==> config.mk <==
export PLATFORM = sky130hd
export DESIGN_NAME = fetch_ctrl
export DESIGN_NICKNAME = d
export VERILOG_FILES = /design/src/rtl/fetch_ctrl.sv
export SDC_FILE = /design/constraint.sdc
export NUM_CORES = 1
export LEC_CHECK = 0
export CAP_MARGIN = 20
export CELL_PAD_IN_SITES_DETAIL_PLACEMENT = 0
export CELL_PAD_IN_SITES_GLOBAL_PLACEMENT = 1
export CORE_UTILIZATION = 39
export CTS_BUF_LIST = sky130_fd_sc_hd__clkbuf_4 sky130_fd_sc_hd__clkbuf_8
export DETAILED_ROUTE_END_ITERATION = 6
export HOLD_SLACK_MARGIN = 0.1
export MAX_ROUTING_LAYER = met4
export PLACE_DENSITY = 0.79
export RECOVER_POWER = 25
export SYNTH_ARGS = -nofsm -noshare
export SYNTH_HDL_FRONTEND = slang
export SYNTH_SLANG_ARGS = --single-unit
==> constraint.sdc <==
create_clock -name clk -period 2.3 [get_ports clk]
set_input_delay 0.345 -clock clk [delete_from_list [all_inputs] [get_ports clk]]
set_output_delay 0.345 -clock clk [all_outputs]
set_load 0.03 [all_outputs]
==> src/rtl/fetch_ctrl.sv <==
// fetch_ctrl: instruction-fetch sequencer feeding IF/ID.
// Owns the program counter and the instruction-memory chip enable, issues one
// outstanding req/ack fetch at a time, holds the fetched word while IF/ID is
// stalled and redirects the PC on branch/jump pulses from later stages.
//
// Optional build macro FETCH_TIMEOUT_EN: adds an ack wait counter. After
// TIMEOUT_CYC cycles in REQ without ack, fetch_err is raised (sticky) and the
// fetch is retried at the same pc. Without the macro fetch_err is tied low.
//
// Handshake: imem_req is high exactly while the FSM is in REQ, and imem_addr
// is held stable until the cycle imem_ack is sampled high at a rising clk edge
// (ack in the first req cycle is legal). imem_ack while imem_req is low is
// ignored. inst_valid/inst/inst_pc form a valid-only output that holds while
// stall is high; an instruction is consumed at the first edge with stall low.
module fetch_ctrl #(
    parameter int                ADDR_W      = 32,
    parameter int                DATA_W      = 32,
    parameter logic [ADDR_W-1:0] RESET_PC    = '0,
    parameter int                TIMEOUT_CYC = 16
) (
    input  logic              clk,
    input  logic              rst_n,
    input  logic              stall,
    input  logic              branch_en,
    input  logic [ADDR_W-1:0] branch_target,
    input  logic              imem_ack,
    input  logic [DATA_W-1:0] imem_rdata,
    output logic              ce,
    output logic              imem_req,
    output logic [ADDR_W-1:0] imem_addr,
    output logic              inst_valid,
    output logic [DATA_W-1:0] inst,
    output logic [ADDR_W-1:0] inst_pc,
    output logic              fetch_err,
    output logic [1:0]        fsm_state
);

    localparam logic [1:0] IDLE = 2'd0;
    localparam logic [1:0] REQ  = 2'd1;
    localparam logic [1:0] HOLD = 2'd2;

    logic [1:0]        state;
    logic [ADDR_W-1:0] pc;
    logic [ADDR_W-1:0] held_addr;     // address of a request orphaned by a branch
    logic              drop_pending;  // in-flight request's data must be discarded
    logic [ADDR_W-1:0] target;
    logic              timeout_hit;

    // A zero-wait-state TIMEOUT_CYC would time out before any ack could land.
    if (TIMEOUT_CYC < 1) begin : g_timeout_check
        $error("fetch_ctrl: TIMEOUT_CYC must be at least 1");
    end

    // Branch targets are word aligned regardless of what the pipeline sends.
    assign target    = branch_target & ~ADDR_W'(3);

    // While an orphaned request is outstanding the bus keeps its old address;
    // the redirected pc only shows up once that request has been acked.
    assign imem_req  = (state == REQ);
    assign imem_addr = drop_pending ? held_addr : pc;
    assign fsm_state = state;

`ifdef FETCH_TIMEOUT_EN
    localparam int CNT_W = $clog2(TIMEOUT_CYC) + 1;

    logic [CNT_W-1:0] wait_cnt;

    assign timeout_hit = (state == REQ) && !imem_ack &&
                         (wait_cnt == CNT_W'(TIMEOUT_CYC - 1));

    // Count unacked REQ cycles; raise the sticky error when the budget runs out.
    always_ff @(posedge clk or negedge rst_n) begin
        if (!rst_n) begin
            wait_cnt  <= '0;
            fetch_err <= 1'b0;
        end else if (state == REQ && !imem_ack) begin
            if (timeout_hit) begin
                wait_cnt  <= '0;
                fetch_err <= 1'b1;
            end else begin
                wait_cnt  <= wait_cnt + 1'b1;
            end
        end else begin
            wait_cnt <= '0;
        end
    end
`else
    assign timeout_hit = 1'b0;
    assign fetch_err   = 1'b0;
`endif

    // Fetch FSM: pc, chip enable, request tracking and the IF/ID output register.
    always_ff @(posedge clk or negedge rst_n) begin
        if (!rst_n) begin
            state        <= IDLE;
            pc           <= RESET_PC;
            held_addr    <= '0;
            drop_pending <= 1'b0;
            ce           <= 1'b0;
            inst_valid   <= 1'b0;
            inst         <= '0;
            inst_pc      <= '0;
        end else begin
            case (state)
                IDLE: begin
                    // ce rises once out of reset and stays high; a timeout
                    // also passes through here with ce already set.
                    ce    <= 1'b1;
                    state <= REQ;
                    if (branch_en) begin
                        pc <= target;
                    end
                end

                REQ: begin
                    if (imem_ack) begin
                        drop_pending <= 1'b0;
                        if (branch_en) begin
                            // Redirect wins: the returning word belongs to the
                            // wrong path, fetch again from the target.
                            pc <= target;
                        end else if (!drop_pending) begin
                            inst       <= imem_rdata;
                            inst_pc    <= pc;
                            inst_valid <= 1'b1;
                            pc         <= pc + ADDR_W'(4);
                            state      <= HOLD;
                        end
                    end else if (timeout_hit) begin
                        // Abandon the request; retry from pc after one IDLE cycle.
                        if (branch_en) begin
                            pc <= target;
                        end
                        drop_pending <= 1'b0;
                        state        <= IDLE;
                    end else if (branch_en) begin
                        // The request already on the bus must still complete,
                        // so remember its address and drop its data later.
                        pc <= target;
                        if (!drop_pending) begin
                            drop_pending <= 1'b1;
                            held_addr    <= pc;
                        end
                    end
                end

                HOLD: begin
                    if (branch_en) begin
                        inst_valid <= 1'b0;
                        pc         <= target;
                        state      <= REQ;
                    end else if (!stall) begin
                        inst_valid <= 1'b0;
                        state      <= REQ;
                    end
                end

                default: begin
                    state <= IDLE;
                end
            endcase
        end
    end

endmodule

# Word-level counts from Yosys, hierarchy flattened
# Cells that the tools add are included.
# Widths: inputs -> output; s select.
# totals
reg_bits,133
latch_bits,0
ramBits,0
mem_bits_ro,0
input_bits,69
output_inout_bits,102
elab_cells,50
mem_count,0
# op_classes
addsub,1
n_mul,0
div,0
order_cmp,0
n_eq_ne,7
shifts,0
mux,20
bitwise,3
reduce_logical,11
# ops
cell,count
$mux 32,5
$pmux 32 s2,1
$add 32x3->32 const B,1
$mux 2,5
$reduce_and 4->1,2
$mux 1,7
$ne 2x2->1 const B,3
$pmux 2 s3,1
$reduce_bool 2->1,3
$reduce_and 5->1,1
$ne 4x4->1 const B,1
$reduce_and 2->1,2
$ne 3x3->1 const B,1
$not 1->1,3
$reduce_and 3->1,1
$eq 2x1->1 const B,1
$eq 2x2->1 const B,1
$logic_not 2->1,1
$pmux 1 s2,1
$reduce_or 2->1,1

# Logic depth before layout (Yosys ltp)
# Gate-level depths: netlist of the first run.
# logic_depth
depth_word,5
mapped_depth,7
ltp_nobuf,6

# Least setup slack after synthesis of the first run
# Ideal clock, no wire load.
# synth_timing
path_type,register -> register
startpoint,reg state[0] (netlist: fsm_state[0])
endpoint,reg held_addr[6]
setup_time_ns,0.125
t_arrival_ns,2.034
t_required_ns,2.175
setup_slack_ns,0.140
stages_incl_launch_ff,7
path_buffers,2
period_less_slack_ns,2.160
path_cell_list,dfrtp_1 -> buf_2 -> and2b_1 -> nand2_1 -> nor2_1 -> buf_2 -> mux2_2
# synth_between
elab_chain_cells,2
# synth_rtl
element,line,source
"start, declared",42,logic [1:0] state;
"start signal, assigned",95,state <= IDLE;
"start signal, assigned",109,state <= REQ;
"start signal, assigned",127,state <= HOLD;
$eq 2x1->1,n/a,
via imem_req,29,"output logic imem_req,"
$reduce_and 3->1 (no line),n/a,
"end signal, assigned",142,held_addr <= pc;
"end, declared",44,logic [ADDR_W-1:0] held_addr;
# The timed path passes the listed nets, and every way through them passes these cells.
# A chain may end at the register's enable or synchronous reset.

# Worst setup path in the final report of the first run
# layout_timing
startpoint,reg drop_pending
endpoint,out imem_addr[1]
# layout_between
elab_chain_cells,1
# layout_rtl
element,line,source
"start, declared",45,logic drop_pending;
"start signal, assigned",98,drop_pending <= 1'b0;
"start signal, assigned",117,drop_pending <= 1'b0;
"start signal, assigned",134,drop_pending <= 1'b0;
$mux 32,n/a,
"end, declared",30,"output logic [ADDR_W-1:0] imem_addr,"
# No other way between the ends.

==> results of run 1 <==
==> power by group <==
part	internal (mW)	total [mW]	switching, mW
Combinational	2.74	6.08	3.34
Clock	1.35	2.27	0.924
Sequential	3.33	4.02	0.692
Total	7.41	12.4	4.96
==> critical path: cells and delay by family (launching register included) <==
family   cells  cell delay, ps
buf+inv      2             580
flops        1             470
mux          1             360
==> flip-flops by register name, indices dropped and copies added, names as in the netlist <==
| signal | cells |
|---|---|
| held_addr | 32 |
| inst | 32 |
| inst_pc | 32 |
| pc | 32 |
| fsm_state | 2 |
| ce | 1 |
| drop_pending | 1 |
| inst_valid | 1 |
==> synth_stat cells (2+ instances only) <==
| cell | instances |
|---|---|
| sky130_fd_sc_hd__or4_1 | 4 |
| sky130_fd_sc_hd__nand2_1 | 39 |
| sky130_fd_sc_hd__and3_1 | 7 |
| sky130_fd_sc_hd__buf_4 | 2 |
| sky130_fd_sc_hd__a32oi_1 | 3 |
| sky130_fd_sc_hd__or3_1 | 3 |
| sky130_fd_sc_hd__a2bb2oi_1 | 4 |
| sky130_fd_sc_hd__a31oi_1 | 4 |
| sky130_fd_sc_hd__o21ai_0 | 27 |
| sky130_fd_sc_hd__nand3_2 | 2 |
| sky130_fd_sc_hd__and4_1 | 2 |
| sky130_fd_sc_hd__a311o_1 | 4 |
| sky130_fd_sc_hd__a21oi_1 | 19 |
| sky130_fd_sc_hd__clkbuf_2 | 3 |
| sky130_fd_sc_hd__o311ai_0 | 2 |
| sky130_fd_sc_hd__o21a_1 | 2 |
| sky130_fd_sc_hd__nand3_1 | 20 |
| sky130_fd_sc_hd__o31ai_1 | 5 |
| sky130_fd_sc_hd__dfrtp_1 | 133 |
| sky130_fd_sc_hd__mux2i_1 | 4 |
| sky130_fd_sc_hd__mux2_1 | 8 |
| sky130_fd_sc_hd__and2_1 | 2 |
| sky130_fd_sc_hd__nor3_1 | 5 |
| sky130_fd_sc_hd__nor2b_1 | 2 |
| sky130_fd_sc_hd__nand4_1 | 12 |
| sky130_fd_sc_hd__o211ai_1 | 2 |
| sky130_fd_sc_hd__a21o_1 | 2 |
| sky130_fd_sc_hd__nor2_1 | 16 |
| sky130_fd_sc_hd__nor4_1 | 3 |
| sky130_fd_sc_hd__clkbuf_1 | 16 |
| sky130_fd_sc_hd__a22oi_1 | 3 |
| sky130_fd_sc_hd__mux2_2 | 108 |
| sky130_fd_sc_hd__buf_2 | 17 |
| sky130_fd_sc_hd__inv_1 | 10 |
| sky130_fd_sc_hd__o22ai_1 | 12 |
==> placed cells by master, fill, tap and decap left out, types with 5 or more instances in the layout <==
| cell | n |
|---|---|
| sky130_fd_sc_hd__buf_12 | 5 |
| sky130_fd_sc_hd__o21ai_0 | 27 |
| sky130_fd_sc_hd__inv_1 | 10 |
| sky130_fd_sc_hd__clkdlybuf4s50_1 | 133 |
| sky130_fd_sc_hd__nand2_1 | 39 |
| sky130_fd_sc_hd__buf_4 | 45 |
| sky130_fd_sc_hd__and3_1 | 7 |
| sky130_fd_sc_hd__clkbuf_8 | 18 |
| sky130_fd_sc_hd__nand3_1 | 20 |
| sky130_fd_sc_hd__mux2_2 | 108 |
| sky130_fd_sc_hd__nand4_1 | 12 |
| sky130_fd_sc_hd__dlygate4sd2_1 | 25 |
| sky130_fd_sc_hd__o31ai_1 | 5 |
| sky130_fd_sc_hd__nor3_1 | 5 |
| sky130_fd_sc_hd__bufinv_16 | 5 |
| sky130_fd_sc_hd__mux2_1 | 8 |
| sky130_fd_sc_hd__dfrtp_1 | 132 |
| sky130_fd_sc_hd__nor2_1 | 15 |
| sky130_fd_sc_hd__o22ai_1 | 12 |
| sky130_fd_sc_hd__a21oi_1 | 19 |
==> final cells by class <==
cell class,count,area (um^2),share of cell area [%]
Sequential cell,133,3330,37.6
Timing Repair Buffer,211,2010,22.7
Tap cell,216,270,3.05
Clock inverter,12,203,2.29
Inverter,10,37.5,0.424
Multi-Input combinational cell,350,2750,31.0
Clock buffer,20,263,2.97
==> worst max path at each step <==
| stage | endpoint | slack [ps] | cells past startpoint |
|---|---|---|---|
| final | imem_addr[1] | 100 | 3 |
| after global routing | drop_pending | 7 | 2 |
| after CTS | imem_addr[19] | 20 | 3 |
| after detailed placement | pc[20] | 10 | 7 |
| after global placement | pc[20] | 80 | 7 |
| after floorplan | held_addr[6] | 140 | 6 |
==> cells by family after synthesis <==
group	Yosys count	share of synthesized area, %
muxes	120	21.4
DFF	133	53.0
AOI/OAI and AO/OA	97	9.98
other	1	0.0597
adders and majority gates	1	0.199
and+or+nand+nor	131	11.9
buffers and inverters	49	3.45
==> stage by stage <==
step	setup WS, ps	util (%)
after global placement	82.4	53.1
after CTS	19.8	56.0
after floorplan	140	-
final	99.1	56.0
after global routing	6.92	56.0
after detailed placement	14.7	53.1
==> metal layers <==
layer / routed length (um) / global-route usage (%)
met4: 275 / 6.78
met1: 7300 / 24.9
met5: 0 / -
met3: 871 / 4.95
met2: 8180 / 35.5
==> repair_timing <==
action / CTS / global route
gates resized for setup: 25 / 0
endpoints found under the setup margin: 25 / 13
setup buffers: 1 / 1
endpoints found under the hold margin: 64 / 0
hold buffers: 1 / 0
==> flow_summary.html, run 1 <==
<table>
<tr><th>Metric</th><th>Value</th></tr>
<tr><th colspan="2">Outcome</th></tr>
<tr><td>Run status</td><td>finished, violations left</td></tr>
<tr><td>Violated checks</td><td>max-capacitance violations, max-slew violations</td></tr>
<tr><th colspan="2">Detailed routing</th></tr>
<tr><td>Number of routed nets with antenna violations</td><td>0</td></tr>
<tr><td>Via count</td><td>5,017</td></tr>
<tr><td>Via density</td><td>5.27</td></tr>
<tr><td>DRC</td><td>0</td></tr>
<tr><td>Router iterations before antenna repair</td><td>5</td></tr>
<tr><td>Average wire per standard cell</td><td>17.5 um</td></tr>
<tr><td>Post-detailed-routing wire length</td><td>16,600 um</td></tr>
<tr><td>Count of routing violations after the opening detailed-route iteration</td><td>181</td></tr>
<tr><th colspan="2">Critical path</th></tr>
<tr><td>Slowest cell on the critical path</td><td>sky130_fd_sc_hd__dfrtp_2</td></tr>
<tr><td>Type of the worst setup path</td><td>flip-flop to output port</td></tr>
<tr><td>Critical R2R Capture</td><td>pc[31]</td></tr>
<tr><td>Required time at the worst-slack endpoint</td><td>1960 ps</td></tr>
<tr><td>Startpoint types</td><td>flip-flop</td></tr>
<tr><td>Critical Path, Cell by Cell</td><td>buf_4 -&gt; mux2_2 -&gt; dlygate4sd2_1</td></tr>
<tr><td>Maximum fanout along the worst path</td><td>8</td></tr>
<tr><td>R2R depth</td><td>5</td></tr>
<tr><td>WP data arrival</td><td>1860 ps</td></tr>
<tr><td>Biggest cell delay along the critical path</td><td>470 ps</td></tr>
<tr><td>CP startpoint</td><td>drop_pending</td></tr>
<tr><td>Crit path capture type</td><td>output port</td></tr>
<tr><td>Worst-case register-to-register setup slack</td><td>250 ps</td></tr>
<tr><td>RR Startpoint</td><td>pc[7]</td></tr>
<tr><th colspan="2">Yosys</th></tr>
<tr><td>EDFF count, synth</td><td>0</td></tr>
<tr><td>Synthesized net count</td><td>602</td></tr>
<tr><td>Yosys cell types</td><td>60</td></tr>
<tr><td>Post-Syn Instances</td><td>532</td></tr>
<tr><td>Area contributors post-synth</td><td>sky130_fd_sc_hd__dfrtp_1, sky130_fd_sc_hd__mux2_2, sky130_fd_sc_hd__nand2_1</td></tr>
<tr><td>Count of warnings emitted by yosys</td><td>0</td></tr>
<tr><td>Yosys top cell by area</td><td>sky130_fd_sc_hd__dfrtp_1</td></tr>
<tr><td>Post-Syn Area</td><td>6280 um^2</td></tr>
<tr><td>Most used DFF post-synth</td><td>sky130_fd_sc_hd__dfrtp_1</td></tr>
<tr><td>Portion of the post-synthesis area used by sequential elements</td><td>53.0%</td></tr>
<tr><td>Average footprint of a synthesized cell</td><td>11.8 um^2</td></tr>
<tr><td>Synth Register Bits</td><td>133</td></tr>
<tr><td>Post-synth top area share</td><td>53.0%</td></tr>
<tr><td>Share of synthesized flip-flops with an asynchronous set or reset</td><td>100%</td></tr>
<tr><th colspan="2">Power and ir drop</th></tr>
<tr><td>Tot Pwr</td><td>12.4 mW</td></tr>
<tr><td>Leakage component of the power</td><td>3.82 nW</td></tr>
<tr><td>Power per unit of standard cell area</td><td>1400 nW/um^2</td></tr>
<tr><td>Max rail drop VDD</td><td>0.000705 V</td></tr>
<tr><th colspan="2">Final layout</th></tr>
<tr><td>Area delta synth-&gt;final</td><td>41.0%</td></tr>
<tr><td>Filler Cell Count</td><td>1,328</td></tr>
<tr><td>Post-route non-filler standard cell count</td><td>952</td></tr>
<tr><td>Number of nets in the layout</td><td>793</td></tr>
<tr><td>Fraction of layout instances using a drive strength above 1</td><td>28.4%</td></tr>
<tr><td>Number of antenna diodes</td><td>0</td></tr>
<tr><td>Final std cell area, no fill</td><td>8860 um^2</td></tr>
<tr><th colspan="2">Flow run</th></tr>
<tr><td>Max Cap Violations</td><td>1</td></tr>
<tr><th colspan="2">Clocking</th></tr>
<tr><td>Buffer type at the clock tree root</td><td>sky130_fd_sc_hd__clkbuf_8</td></tr>
<tr><td>TritonCTS Buffers</td><td>17</td></tr>
<tr><td>Number of clock sinks</td><td>133</td></tr>
<tr><td>Maximum count of clock buffers along a single path</td><td>2</td></tr>
<tr><td>CTS H-tree depth</td><td>4</td></tr>
<tr><td>TritonCTS clock tree</td><td>yes</td></tr>
<tr><td>Clock edge transition at the registers on the reported setup and hold paths</td><td>70 ps</td></tr>
<tr><td>Worst-skew pair later-pin latency</td><td>440 ps</td></tr>
<tr><th colspan="2">Timing</th></tr>
<tr><td>Final setup skew</td><td>8.19 ps</td></tr>
<tr><td>Count of endpoints failing setup in the final report</td><td>0</td></tr>
<tr><td>Hold Violations, Final</td><td>0</td></tr>
<tr><td>Tightest hold margin</td><td>475 ps</td></tr>
<tr><td>RSZ-0062 raised after global routing</td><td>false</td></tr>
<tr><td>Max-slew violations</td><td>67</td></tr>
<tr><td>Part of the cycle the worst path needs</td><td>95.7%</td></tr>
<tr><td>Max Clk Rate</td><td>454 MHz</td></tr>
<tr><td>Accumulated negative setup slack</td><td>0 ps</td></tr>
<tr><td>Time the worst path needs with I/O delays and setup</td><td>2200 ps</td></tr>
<tr><td>Slew Limit Headroom</td><td>-3.95%</td></tr>
<tr><td>Worst-Margin Slew</td><td>1560 ps</td></tr>
<tr><th colspan="2">Min path</th></tr>
<tr><td>Worst min-delay path class</td><td>flip-flop to flip-flop</td></tr>
<tr><td>Terminating pin of the worst hold path</td><td>ce</td></tr>
<tr><td>Depth of the worst hold-timing path</td><td>1</td></tr>
<tr><td>Hold path startpoint</td><td>ce</td></tr>
<tr><th colspan="2">GRT</th></tr>
<tr><td>Aggregate global-route resource usage</td><td>21.1%</td></tr>
<tr><td>Via count of the first global-routing pass</td><td>5,088</td></tr>
<tr><td>Wire length of the first global-routing pass</td><td>25,800 um</td></tr>
<tr><td>Largest net degree at the start of global routing</td><td>68</td></tr>
<tr><td>Total gr overflow</td><td>0</td></tr>
<tr><td>Antenna violations before repair</td><td>0</td></tr>
<tr><th colspan="2">Placement</th></tr>
<tr><td>IO buf count</td><td>167</td></tr>
<tr><td>Final Wtd Congestion</td><td>0.831</td></tr>
<tr><td>Dpl cells</td><td>917</td></tr>
<tr><td>Dpl cell area</td><td>8410 um^2</td></tr>
<tr><td>Placed wire-length estimate after detailed placement</td><td>12,000 um</td></tr>
<tr><th colspan="2">Die</th></tr>
<tr><td>DIE WIDTH</td><td>129 um</td></tr>
<tr><td>Die H</td><td>129 um</td></tr>
<tr><td>Floorplan core area</td><td>15,800 um^2</td></tr>
<tr><td>Initial standard-cell utilization of the core</td><td>39.7%</td></tr>
<tr><td>Area of the die</td><td>16,600 um^2</td></tr>
<tr><td>Top Ports</td><td>171</td></tr>
<tr><td>Site row count</td><td>46</td></tr>
</table>
No activity file was read; power rests on OpenSTA's default activity.
==> run 2, diff against run 1 <==
--- a/config.mk
+++ b/config.mk
@@ -5,15 +5,16 @@
 export SDC_FILE = /design/constraint.sdc
 export NUM_CORES = 1
 export LEC_CHECK = 0
+export ABC_CLOCK_PERIOD_IN_PS = 1900
 export CAP_MARGIN = 20
 export CELL_PAD_IN_SITES_DETAIL_PLACEMENT = 0
 export CELL_PAD_IN_SITES_GLOBAL_PLACEMENT = 1
-export CORE_UTILIZATION = 39
+export CORE_UTILIZATION = 35
 export CTS_BUF_LIST = sky130_fd_sc_hd__clkbuf_4 sky130_fd_sc_hd__clkbuf_8
 export DETAILED_ROUTE_END_ITERATION = 6
 export HOLD_SLACK_MARGIN = 0.1
 export MAX_ROUTING_LAYER = met4
-export PLACE_DENSITY = 0.79
+export PLACE_DENSITY = 0.75
 export RECOVER_POWER = 25
 export SYNTH_ARGS = -nofsm -noshare
 export SYNTH_HDL_FRONTEND = slang
==> constraint.sdc (replaced) <==
create_clock -name clk -period 1.9 [get_ports clk]
set_input_delay 0.285 -clock clk [delete_from_list [all_inputs] [get_ports clk]]
set_output_delay 0.285 -clock clk [all_outputs]
set_load 0.03 [all_outputs]
==> run 2 against run 1 <==
Effect of this change:
- the run ends with negative setup slack left
- critical path depth increased by 1
- sequential power increased by 21%
- hold slack got worse by 43 ps
- combinational power up 35%
- non-clock buffer count increased by 26
- die area increased by 11%
- final cell count grew 3.7%
- highest routed layer unchanged
==> flow_summary.html, run 2 (synthesis gave the netlist of run 1 again) <==
<table>
<tr><th>Metric</th><th>Value</th></tr>
<tr><th colspan="2">Clocking</th></tr>
<tr><td>Clock edge transition at the registers on the reported setup and hold paths</td><td>80 ps (was 70 ps)</td></tr>
<tr><td>Maximum count of clock buffers along a single path</td><td>2 (unchanged)</td></tr>
<tr><td>CTS H-tree depth</td><td>4 (unchanged)</td></tr>
<tr><td>TritonCTS clock tree</td><td>yes (unchanged)</td></tr>
<tr><td>Number of clock sinks</td><td>133 (unchanged)</td></tr>
<tr><td>Buffer type at the clock tree root</td><td>sky130_fd_sc_hd__clkbuf_8 (unchanged)</td></tr>
<tr><td>Worst-skew pair later-pin latency</td><td>440 ps (about the same)</td></tr>
<tr><td>TritonCTS Buffers</td><td>17 (unchanged)</td></tr>
<tr><th colspan="2">GRT</th></tr>
<tr><td>Via count of the first global-routing pass</td><td>5,224 (was 5,088)</td></tr>
<tr><td>Total gr overflow</td><td>0 (unchanged)</td></tr>
<tr><td>Wire length of the first global-routing pass</td><td>27,800 um (was 25,800 um)</td></tr>
<tr><td>Antenna violations before repair</td><td>1 (was 0)</td></tr>
<tr><td>Aggregate global-route resource usage</td><td>20.6% (was 21.1%)</td></tr>
<tr><td>Largest net degree at the start of global routing</td><td>54 (was 68)</td></tr>
<tr><th colspan="2">Outcome</th></tr>
<tr><td>Run status</td><td>finished, violations left (unchanged)</td></tr>
<tr><td>Violated checks</td><td>negative setup slack (was max-capacitance violations, max-slew violations)</td></tr>
<tr><th colspan="2">Critical path</th></tr>
<tr><td>Startpoint types</td><td>flip-flop (unchanged)</td></tr>
<tr><td>Crit path capture type</td><td>output port (unchanged)</td></tr>
<tr><td>WP data arrival</td><td>1680 ps (was 1860 ps)</td></tr>
<tr><td>Type of the worst setup path</td><td>flip-flop to output port (unchanged)</td></tr>
<tr><td>Required time at the worst-slack endpoint</td><td>1620 ps (was 1960 ps)</td></tr>
<tr><td>R2R depth</td><td>5 (unchanged)</td></tr>
<tr><td>Maximum fanout along the worst path</td><td>7 (was 8)</td></tr>
<tr><td>Worst-case register-to-register setup slack</td><td>60 ps (was 250 ps)</td></tr>
<tr><th colspan="2">Timing</th></tr>
<tr><td>Hold Violations, Final</td><td>0 (unchanged)</td></tr>
<tr><td>Final setup skew</td><td>10.1 ps (was 8.19 ps)</td></tr>
<tr><td>Worst-Margin Slew</td><td>1370 ps (was 1560 ps)</td></tr>
<tr><td>Accumulated negative setup slack</td><td>-628 ps (was 0 ps)</td></tr>
<tr><td>Max-slew violations</td><td>0 (was 67)</td></tr>
<tr><td>Setup slack after layout</td><td>-67.5 ps (was 99.1 ps)</td></tr>
<tr><td>Time the worst path needs with I/O delays and setup</td><td>1970 ps</td></tr>
<tr><td>RSZ-0062 raised after global routing</td><td>true (was false)</td></tr>
<tr><td>Slew Limit Headroom</td><td>8.82% (was -3.95%)</td></tr>
<tr><td>Max Clk Rate</td><td>508 MHz</td></tr>
<tr><td>Part of the cycle the worst path needs</td><td>104%</td></tr>
<tr><td>Count of endpoints failing setup in the final report</td><td>16 (was 0)</td></tr>
<tr><th colspan="2">Placement</th></tr>
<tr><td>IO buf count</td><td>167 (unchanged)</td></tr>
<tr><td>Dpl cell area</td><td>8630 um^2 (was 8410 um^2)</td></tr>
<tr><td>Placed wire-length estimate after detailed placement</td><td>12,800 um (was 12,000 um)</td></tr>
<tr><td>Pre-CTS setup slack</td><td>-222 ps (was 14.7 ps)</td></tr>
<tr><td>Dpl cells</td><td>947 (was 917)</td></tr>
<tr><td>Final Wtd Congestion</td><td>0.827 (was 0.831)</td></tr>
<tr><th colspan="2">Detailed routing</th></tr>
<tr><td>Count of routing violations after the opening detailed-route iteration</td><td>317 (was 181)</td></tr>
<tr><td>Via count</td><td>5,111 (was 5,017)</td></tr>
<tr><td>Router iterations before antenna repair</td><td>5 (unchanged)</td></tr>
<tr><td>Via density</td><td>5.18 (was 5.27)</td></tr>
<tr><td>Post-detailed-routing wire length</td><td>17,800 um (was 16,600 um)</td></tr>
<tr><td>DRC</td><td>0 (unchanged)</td></tr>
<tr><td>Number of routed nets with antenna violations</td><td>0 (unchanged)</td></tr>
<tr><td>Average wire per standard cell</td><td>18.1 um (was 17.5 um)</td></tr>
<tr><th colspan="2">Die</th></tr>
<tr><td>Die H</td><td>136 um (was 129 um)</td></tr>
<tr><td>Floorplan core area</td><td>17,400 um^2 (was 15,800 um^2)</td></tr>
<tr><td>DIE WIDTH</td><td>136 um (was 129 um)</td></tr>
<tr><td>Top Ports</td><td>171 (unchanged)</td></tr>
<tr><td>Initial standard-cell utilization of the core</td><td>36.1% (was 39.7%)</td></tr>
<tr><td>Area of the die</td><td>18,500 um^2 (was 16,600 um^2)</td></tr>
<tr><td>Site row count</td><td>48 (was 46)</td></tr>
<tr><th colspan="2">Final layout</th></tr>
<tr><td>Area delta synth-&gt;final</td><td>47.0% (was 41.0%)</td></tr>
<tr><td>Number of nets in the layout</td><td>819 (was 793)</td></tr>
<tr><td>Leading cell type in the layout, fill and taps excluded</td><td>sky130_fd_sc_hd__clkdlybuf4s50_1 (unchanged)</td></tr>
<tr><td>Final std cell area, no fill</td><td>9230 um^2 (was 8860 um^2)</td></tr>
<tr><td>Top library cells by usage in the layout, fill and taps aside</td><td>sky130_fd_sc_hd__clkdlybuf4s50_1, sky130_fd_sc_hd__dfrtp_1, sky130_fd_sc_hd__mux2_2 (unchanged)</td></tr>
<tr><td>Fraction of layout instances using a drive strength above 1</td><td>35.9% (was 28.4%)</td></tr>
<tr><td>Post-route non-filler standard cell count</td><td>987 (was 952)</td></tr>
<tr><td>Filler Cell Count</td><td>1,545 (was 1,328)</td></tr>
<tr><th colspan="2">Min path</th></tr>
<tr><td>Worst min-delay path class</td><td>input pin to flip-flop (was flip-flop to flip-flop)</td></tr>
<tr><td>Depth of the worst hold-timing path</td><td>3 (was 1)</td></tr>
<tr><th colspan="2">Power and ir drop</th></tr>
<tr><td>Leakage component of the power</td><td>4.00 nW (was 3.82 nW)</td></tr>
<tr><td>Max rail drop VDD</td><td>0.000955 V (was 0.000705 V)</td></tr>
<tr><td>Power per unit of standard cell area</td><td>1670 nW/um^2 (was 1400 nW/um^2)</td></tr>
<tr><td>Tot Pwr</td><td>15.4 mW (was 12.4 mW)</td></tr>
<tr><th colspan="2">Flow run</th></tr>
<tr><td>Max Cap Violations</td><td>0 (was 1)</td></tr>
</table>
==> run 2: cell types whose count changed in the layout (fill, tap and decap cells not counted), sizes merged, moves of 2 or more <==
cell / delta
inv: +2
clkdlybuf4s50: -2
clkinv: -3
bufinv: -3
dlygate4sd2: -23
clkbuf: +2
clkinvlp: +4
buf: +47
==> run 2: report_power, final <==
part | total [mW] | internal (mW) | switching [mW]
registers | 4.86 | 4.04 | 0.826
logic | 8.18 | 3.85 | 4.33
clock network | 2.34 | 1.21 | 1.14
==> run 2: cell type report <==
type / count / area (um^2) / area share [%]
diodes: 1 / 2.50 / 0.0271
clock inverters: 12 / 130 / 1.41
repair buffers: 237 / 2330 / 25.2
flip-flops and latches: 133 / 3330 / 36.1
inverters: 10 / 37.5 / 0.407
well taps: 225 / 282 / 3.05
multi-input cells: 350 / 2860 / 31.0
clock buffers: 19 / 255 / 2.76
==> run 2: worst paths after layout <==
check / from / to
hold / removal: branch_target[29] / pc[29]
min in group asynchronous: rst_n / inst[27]
setup reg to reg: pc[10] / pc[18]
hold reg to reg: ce / ce
max in group asynchronous: rst_n / drop_pending
setup / recovery: drop_pending / imem_addr[28]
==> run 2: critical path: stages (launching register included) <==
cell and delay [ps]:
sky130_fd_sc_hd__dfrtp_2 480, sky130_fd_sc_hd__buf_12 170, sky130_fd_sc_hd__buf_12 130, sky130_fd_sc_hd__mux2_4 300, sky130_fd_sc_hd__buf_6 140
==> run 2: routing by layer <==
metal / global-route usage [%] / up-vias / part of all wire (%) / wire [um]
met5: - / - / 0 / 0
met4: 7.65 / 0 / 1.9 / 346
met3: 4.36 / 24 / 5.7 / 1010
met2: 32.6 / 156 / 50 / 8850
met1: 25.9 / 2530 / 43 / 7630
li1: - / 2401 / - / -
==> run 2: timing repair <==
action	in CTS	in global routing
gates cloned	0	3
endpoints found under the setup margin	35	35
pin swaps	0	5
hold buffers	1	0
buffers inserted	0	4
endpoints found under the hold margin	51	0
resized for setup	104	97
==> run 2: metrics by stage <==
stage / hold slack (ps) / util (%)
after floorplan: -10.6 / -
after global placement: 269 / 49.6
after detailed placement: 283 / 49.6
after CTS: 350 / 51.8
after global routing: 426 / 53.0
final: 432 / 53.0
